`src/rtl/cnn_layer_accel_ce_macc_ctrl_pkg.sv`:
```
// Shared constants and types for the CNN layer accelerator MACC controller.
// Holds DSP OPMODE/ALUMODE encodings, the DSP pipeline depths the controller
// is built around, the FSM state type and the tag carried alongside each
// operand pair.
package cnn_layer_accel_ce_macc_ctrl_pkg;

  // P = A*B (X=M, Y=M, Z=0)
  localparam logic [8:0] OPM_LOAD    = 9'b000000101;
  // P = P + A*B (X=M, Y=M, Z=P)
  localparam logic [8:0] OPM_ACCUM   = 9'b000100101;
  localparam logic [3:0] ALUMODE_ADD = 4'b0000;

  // DSP register configuration the controller assumes.
  localparam int unsigned AREG_LAT   = 2;
  localparam int unsigned BREG_LAT   = 2;
  localparam int unsigned MREG_LAT   = 1;
  localparam int unsigned PREG_LAT   = 1;
  // OPMODE leaves the controller this many enabled cycles after A/B so the
  // OPMODE register lines up with the M register.
  localparam int unsigned OPM_DELAY  = AREG_LAT;
  // Tag stages mirror A1, A2, M and P.
  localparam int unsigned TAG_STAGES = AREG_LAT + MREG_LAT + PREG_LAT;

  // Widest term count a tag can carry.
  localparam int unsigned TAG_CNT_W  = 32;

  typedef enum logic {
    ST_FIRST = 1'b0,
    ST_ACCUM = 1'b1
  } macc_state_e;

  typedef struct packed {
    logic                 valid;
    logic                 last;
    logic [TAG_CNT_W-1:0] count;
  } macc_tag_t;

endpackage

```
`src/rtl/cnn_layer_accel_ce_macc_ctrl_rst_sync.sv`:
```
// Reset synchroniser for the DSP reset.
//   clk_i  : clock
//   rst_ni : asynchronous active-low reset in
//   rst_o  : active-high reset, asserted asynchronously, released on the
//            second rising edge after rst_ni goes high
module cnn_layer_accel_ce_macc_ctrl_rst_sync (
  input  logic clk_i,
  input  logic rst_ni,
  output logic rst_o
);

  logic [1:0] sync_q;
  logic [1:0] sync_d;

  assign sync_d = {sync_q[0], 1'b0};

  always_ff @(posedge clk_i or negedge rst_ni) begin
    if (!rst_ni) begin
      sync_q <= '1;
    end else begin
      sync_q <= sync_d;
    end
  end

  assign rst_o = sync_q[1];

endmodule

```
`src/rtl/cnn_layer_accel_ce_macc_ctrl.sv`:
```
// Dot-product controller for a DSP MACC (AREG=BREG=2, MREG=1, PREG=1,
// OPMODEREG=1). Accepts signed operand pairs, issues them to the DSP with the
// right OPMODE, and returns one signed result plus term count per vector.
//   CLK, rst_n                  : clock, asynchronous active-low reset
//   in_valid/in_ready           : operand-pair handshake (in_a, in_b, in_last)
//   macc_a/macc_b/macc_opmode   : DSP operand and OPMODE drive
//   macc_alumode, macc_ce       : DSP ALUMODE (add) and global clock enable
//   macc_rst, macc_p            : DSP reset and P output
//   res_valid/res_ready         : result handshake (res_data, res_count)
module cnn_layer_accel_ce_macc_ctrl
  import cnn_layer_accel_ce_macc_ctrl_pkg::*;
#(
  parameter int unsigned C_A_INPUT_WIDTH  = 30,
  parameter int unsigned C_B_INPUT_WIDTH  = 18,
  parameter int unsigned C_P_OUTPUT_WIDTH = 48,
  parameter int unsigned C_CNT_WIDTH      = 16
) (
  input  logic                        CLK,
  input  logic                        rst_n,
  input  logic                        in_valid,
  output logic                        in_ready,
  input  logic [C_A_INPUT_WIDTH-1:0]  in_a,
  input  logic [C_B_INPUT_WIDTH-1:0]  in_b,
  input  logic                        in_last,
  output logic [C_A_INPUT_WIDTH-1:0]  macc_a,
  output logic [C_B_INPUT_WIDTH-1:0]  macc_b,
  output logic [8:0]                  macc_opmode,
  output logic [3:0]                  macc_alumode,
  output logic                        macc_ce,
  output logic                        macc_rst,
  input  logic [C_P_OUTPUT_WIDTH-1:0] macc_p,
  output logic                        res_valid,
  input  logic                        res_ready,
  output logic [C_P_OUTPUT_WIDTH-1:0] res_data,
  output logic [C_CNT_WIDTH-1:0]      res_count
);

  macc_state_e                 state_q;
  logic [C_CNT_WIDTH-1:0]      cnt_q, cnt_d;
  logic [C_A_INPUT_WIDTH-1:0]  a_q;
  logic [C_B_INPUT_WIDTH-1:0]  b_q;
  logic [8:0]                  op0_q, op1_q, op2_q;
  macc_tag_t                   tag0_q;
  macc_tag_t                   tag_q [1:TAG_STAGES];
  logic                        res_valid_q;
  logic [C_P_OUTPUT_WIDTH-1:0] res_data_q;
  logic [C_CNT_WIDTH-1:0]      res_count_q;
  logic                        dsp_rst;
  logic                        ce;
  logic                        accept;
  logic                        capture;

  cnn_layer_accel_ce_macc_ctrl_rst_sync u_rst_sync (
    .clk_i  (CLK),
    .rst_ni (rst_n),
    .rst_o  (dsp_rst)
  );

  // A held result stalls the DSP and the tag pipe together so P stays
  // aligned with its tag.
  assign ce      = !(res_valid_q && !res_ready);
  assign accept  = in_valid && in_ready;
  assign capture = ce && tag_q[TAG_STAGES].valid && tag_q[TAG_STAGES].last;

  always_comb begin
    cnt_d = cnt_q;
    if (state_q == ST_FIRST) begin
      cnt_d = C_CNT_WIDTH'(1);
    end else if (cnt_q != '1) begin
      cnt_d = cnt_q + C_CNT_WIDTH'(1);
    end
  end

  // FSM and issue stage. Cycles without an accepted term issue a zero
  // bubble with the accumulate opmode, which leaves P unchanged.
  always_ff @(posedge CLK or negedge rst_n) begin
    if (!rst_n) begin
      state_q <= ST_FIRST;
      cnt_q   <= '0;
      a_q     <= '0;
      b_q     <= '0;
      op0_q   <= '0;
      tag0_q  <= '0;
    end else if (ce) begin
      if (accept) begin
        a_q          <= in_a;
        b_q          <= in_b;
        op0_q        <= (state_q == ST_FIRST) ? OPM_LOAD : OPM_ACCUM;
        tag0_q.valid <= 1'b1;
        tag0_q.last  <= in_last;
        tag0_q.count <= TAG_CNT_W'(cnt_d);
        cnt_q        <= cnt_d;
        state_q      <= in_last ? ST_FIRST : ST_ACCUM;
      end else begin
        a_q    <= '0;
        b_q    <= '0;
        op0_q  <= OPM_ACCUM;
        tag0_q <= '0;
      end
    end
  end

  // OPMODE delay and tag pipe; tag stage 4 lines up with the P register.
  always_ff @(posedge CLK or negedge rst_n) begin
    if (!rst_n) begin
      op1_q <= '0;
      op2_q <= '0;
      for (int unsigned i = 1; i <= TAG_STAGES; i++) begin
        tag_q[i] <= '0;
      end
    end else if (ce) begin
      op1_q    <= op0_q;
      op2_q    <= op1_q;
      tag_q[1] <= tag0_q;
      for (int unsigned i = TAG_STAGES; i > 1; i--) begin
        tag_q[i] <= tag_q[i-1];
      end
    end
  end

  always_ff @(posedge CLK or negedge rst_n) begin
    if (!rst_n) begin
      res_valid_q <= 1'b0;
      res_data_q  <= '0;
      res_count_q <= '0;
    end else if (capture) begin
      res_valid_q <= 1'b1;
      res_data_q  <= macc_p;
      res_count_q <= C_CNT_WIDTH'(tag_q[TAG_STAGES].count);
    end else if (res_valid_q && res_ready) begin
      res_valid_q <= 1'b0;
    end
  end

  assign in_ready     = ce && !dsp_rst;
  assign macc_a       = a_q;
  assign macc_b       = b_q;
  assign macc_opmode  = op2_q;
  assign macc_alumode = ALUMODE_ADD;
  assign macc_ce      = ce;
  assign macc_rst     = dsp_rst;
  assign res_valid    = res_valid_q;
  assign res_data     = res_data_q;
  assign res_count    = res_count_q;

endmodule
```
`config.mk`:
```
export PLATFORM = sky130hd
export DESIGN_NAME = cnn_layer_accel_ce_macc_ctrl
export DESIGN_NICKNAME = d
export VERILOG_FILES = /design/src/rtl/cnn_layer_accel_ce_macc_ctrl_pkg.sv /design/src/rtl/cnn_layer_accel_ce_macc_ctrl_rst_sync.sv /design/src/rtl/cnn_layer_accel_ce_macc_ctrl.sv
export SDC_FILE = /design/constraint.sdc
export NUM_CORES = 1
export LEC_CHECK = 0
export CAP_MARGIN = 20
export CORE_MARGIN = 5
export CORE_UTILIZATION = 53
export CTS_CLUSTER_DIAMETER = 30
export DETAILED_ROUTE_END_ITERATION = 12
export GPL_ROUTABILITY_DRIVEN = 0
export HOLD_SLACK_MARGIN = 0.08
export PLACE_DENSITY_LB_ADDON = 0.25
export SYNTH_ARGS = -nofsm -noshare
export SYNTH_HDL_FRONTEND = slang
export SYNTH_SLANG_ARGS = --single-unit
```
`constraint.sdc`:
```
create_clock -name CLK -period 3.82 [get_ports CLK]
set_input_delay 1.146 -clock CLK [delete_from_list [all_inputs] [get_ports CLK]]
set_output_delay 1.146 -clock CLK [all_outputs]
set_load 0.01 [all_outputs]
```
==> impl_results.md <==
* Area grow syn2layout at 42.5%
* Crit-path slowest cell: clkdlybuf4s50_1
* XOR/XNOR Fraction of Synth Area at 0.0974%
* Final net count at 1,132
* EDFF count, synth at 0
* Critical Path Max Stage Delay at 0.50 ns
* DR pass1 iterations at 4
* Leak at 0.00601 uW
* Most common cell after layout, fill and taps aside: nand2_1
* DRT antenna net count at 0
* Initial DRC Count at 463
* Top_reg_cell synth: dfrtp_1
* DIE HEIGHT at 140 um
* Cell variety after synth at 49
* Syn Area/Cell at 11.3 sq um
* Hold path cells at 0
* Peak Freq at 279 MHz
* Slew HR at 34.0%
* IO Pins at 230
* Hold Crit Endpoint: u_rst_sync.sync_q[1]
* Global-route wire length before repair at 36.3 mm
* Synth Warn # at 0
* Main combinational cell family by area after synthesis: simple AND/OR/NAND/NOR gates
* Internal Pwr Total at 5930 uW
* Via count at 6,792
* Worst-Skew Late Latency at 0.51 ns
* Core box area at 0.0166 sq mm
* Post-Synth Simple-Gate Area at 15.6%
* Post-Syn Instances at 799
* # rows at 47
* P per Cell Area at 621 mW/mm^2
* Critical Path Most Common Cell: clkdlybuf4s50_1
* CP Data Required Time at 2.67 ns
* Port-buffer cells at 219
* Clk buf depth at 3
* N_diodes at 0
* Status: completed
* Critical path type: input pin to output port
* Complex-gate fraction of the synthesized area at 8.85%
* Clk pwr share at 45.7%
* Total power at 7950 uW
* GRT Overall Usage at 22.3%
* Pins Over Slew Limit at 0
* Total congestion overflow at 0
* Hold Path Origin: u_rst_sync.sync_q[0]
* CTS Buf Count at 40
* Startpoint types: input pin
* Post-CTS setup buffers at 0
* Crit Path Max Fanout at 5
* Worst-Margin Slew at 0.990 ns
* Delay-heaviest family, CP: buffers and inverters
* Worst Path Buf+Inv at 2
* Sw Ratio at 25.4%
* Number of global-route vias before repair at 7,031
* Largest net degree at the start of global routing at 99
* TritonCTS clock tree: built
* Reg-to-reg startpoint: cnt_q[1]
* Largest area contributor in the netlist: dfrtp_1
* Post-CTS sizing at 0
* Type of the worst min-delay path: flop to flop
* Clock-pin slew on the worst setup and hold paths at 0.05 ns
* Post-route DRC violation count at 0
* CP Cell Sequence: clkdlybuf4s50_1 -> nor2b_4 -> nor2_1 -> clkdlybuf4s50_1
* Ranking of synthesized cells by area: dfrtp_1, nand2_1, mux2_2
* Drt wl/cell at 17.1 um
* Setup violators final at 0
* Gate power share at 16.4%
* Share of layout cells above drive strength 1 at 15.8%
* Initial antenna violation count at 0
* RR Endpoint: cnt_q[13]
* Minimum clock period at 3.59 ns
* Sequential share of power at 37.9%
* Die Area at 0.0197 sq mm
* #FFs+latches synth at 228
* Sequential area share after synthesis at 63.5%
* Commonest cells after routing, fill and taps aside: nand2_1, dfrtp_1, clkdlybuf4s50_1
* Maxcap violations at 0
* Finished Cell Area at 0.0128 sq mm
* Multiplexer area fraction after synthesis at 8.35%
* Dpl hpwl at 13.7 mm
* Synth top area share at 62.9%
* Async SR Flop Fraction at 100%
* CTS Hold Buffers Added at 0
* Final setup TNS at 0 ns
* Clock Skews at 0.0240 ns
* Die width at 140 um
* H-tree depth at 2
* Reg2Reg Depth at 5
* Vias per Instance at 5.30
* Initial Utilization at 54.0%
* RSZ-0062 raised after global routing: false
* Final Hold Fails at 0
* Adder-cell area share of the yosys netlist at 0.139%
* R2r setup slk at 1.20 ns
* Net switching power figure at 2020 uW
* Cell area after placement at 0.0114 sq mm
* Drt total wl at 21.9 mm
* CP endpoint kind: output port
* Synthesized area at 0.00899 sq mm
* CTS root buf: clkbuf_16
* Worst vdd ir at 389 uV
* Worst Path Arrival at 2.44 ns
* Final worst path period share at 94.0%
* Clock Sinks at 228
[area by class of cell]
class,count,area [sq um]
sequential,228,5710
multi-input combinational,513,3030
fill,1092,3830
clock buffer,43,1020
inverter,8,30.0
clock inverter,30,375
timing repair buffer,239,2370
tap,220,275
[power by group through the flow]
stage               logic (uW)  clock network (uW)  registers [uW]
finish                    1300                3640            3010
global route              1410                3830            3060
CTS                       1330                3700            3010
detailed placement        1310                   0            3040
global placement          1290                   0            3020
floorplan                  453                   0            3090
[state kept, by name, summed over array words and instances, names as in the netlist]
name,flops
u_rst_sync.sync_q,2
res_count,16
state_q,1
res_data,48
tag0_q,18
op0_q,2
macc_opmode,2
macc_b,18
macc_a,30
op1_q,2
cnt_q,16
tag_q,72
res_valid,1
[cells by family (layout without fill, tap and decap cells)]
family / Yosys count / after routing
xor gates and xnor gates: 1 / 1
adders and majority gates: 1 / 1
DFF: 228 / 228
and+or+nand+nor: 331 / 331
buffers and inverters: 68 / 320
other: 1 / 11
AOI/OAI and AO/OA: 102 / 102
muxes: 67 / 67
[metrics by stage]
step	utilization [%]	cells	worst slack, ns	hold WS, ns
final	77.0	1281	0.231	0.353
after global placement	68.5	1207	0.228	0.348
after detailed placement	68.5	1207	0.246	0.348
after global routing	77.0	1281	0.172	0.361
after floorplan	-	809	0.543	0.345
after CTS	76.9	1280	0.219	0.355
[worst reg2reg max path, cell delays in order, from the launching register on]
cell     delay (ns)
dfrtp_1        0.48
ha_1           0.33
nand4_1        0.48
or4_1          0.81
a41o_1         0.30
a21oi_1        0.14
[synthesized netlist by cell type, types with 3 or more instances]
cell type,n
nand2b_1,3
buf_4,11
nor3_1,7
mux2i_1,3
nor2_1,9
a31oi_1,5
o211ai_1,7
dfrtp_1,226
o31ai_1,3
a22oi_1,3
nand3_1,22
nand2_1,261
a21oi_1,10
buf_2,12
clkbuf_1,35
mux2_2,64
nor4_1,4
inv_1,7
nand4_1,6
and3_1,3
a22o_1,49
o21ai_0,9
or4_1,5
[worst max path at each step]
stage,from,end,cells past startpoint
3_5_place_dp,res_ready,in_ready,4
4_1_cts,res_ready,in_ready,4
2_1_floorplan,res_ready,in_ready,5
3_3_place_gp,res_ready,in_ready,4
6_report,res_ready,in_ready,4
5_1_grt,res_ready,in_ready,4
[layer usage]
layer | vias up | share of wire [%] | track usage (%)
met5 | - | 0 | 0
met4 | 0 | 2.0 | 6.73
met3 | 41 | 7.6 | 6.88
met2 | 249 | 50 | 37.1
met1 | 3310 | 41 | 28.3
li1 | 3192 | - | -
Note: power is estimated with default switching activity, not from simulation.
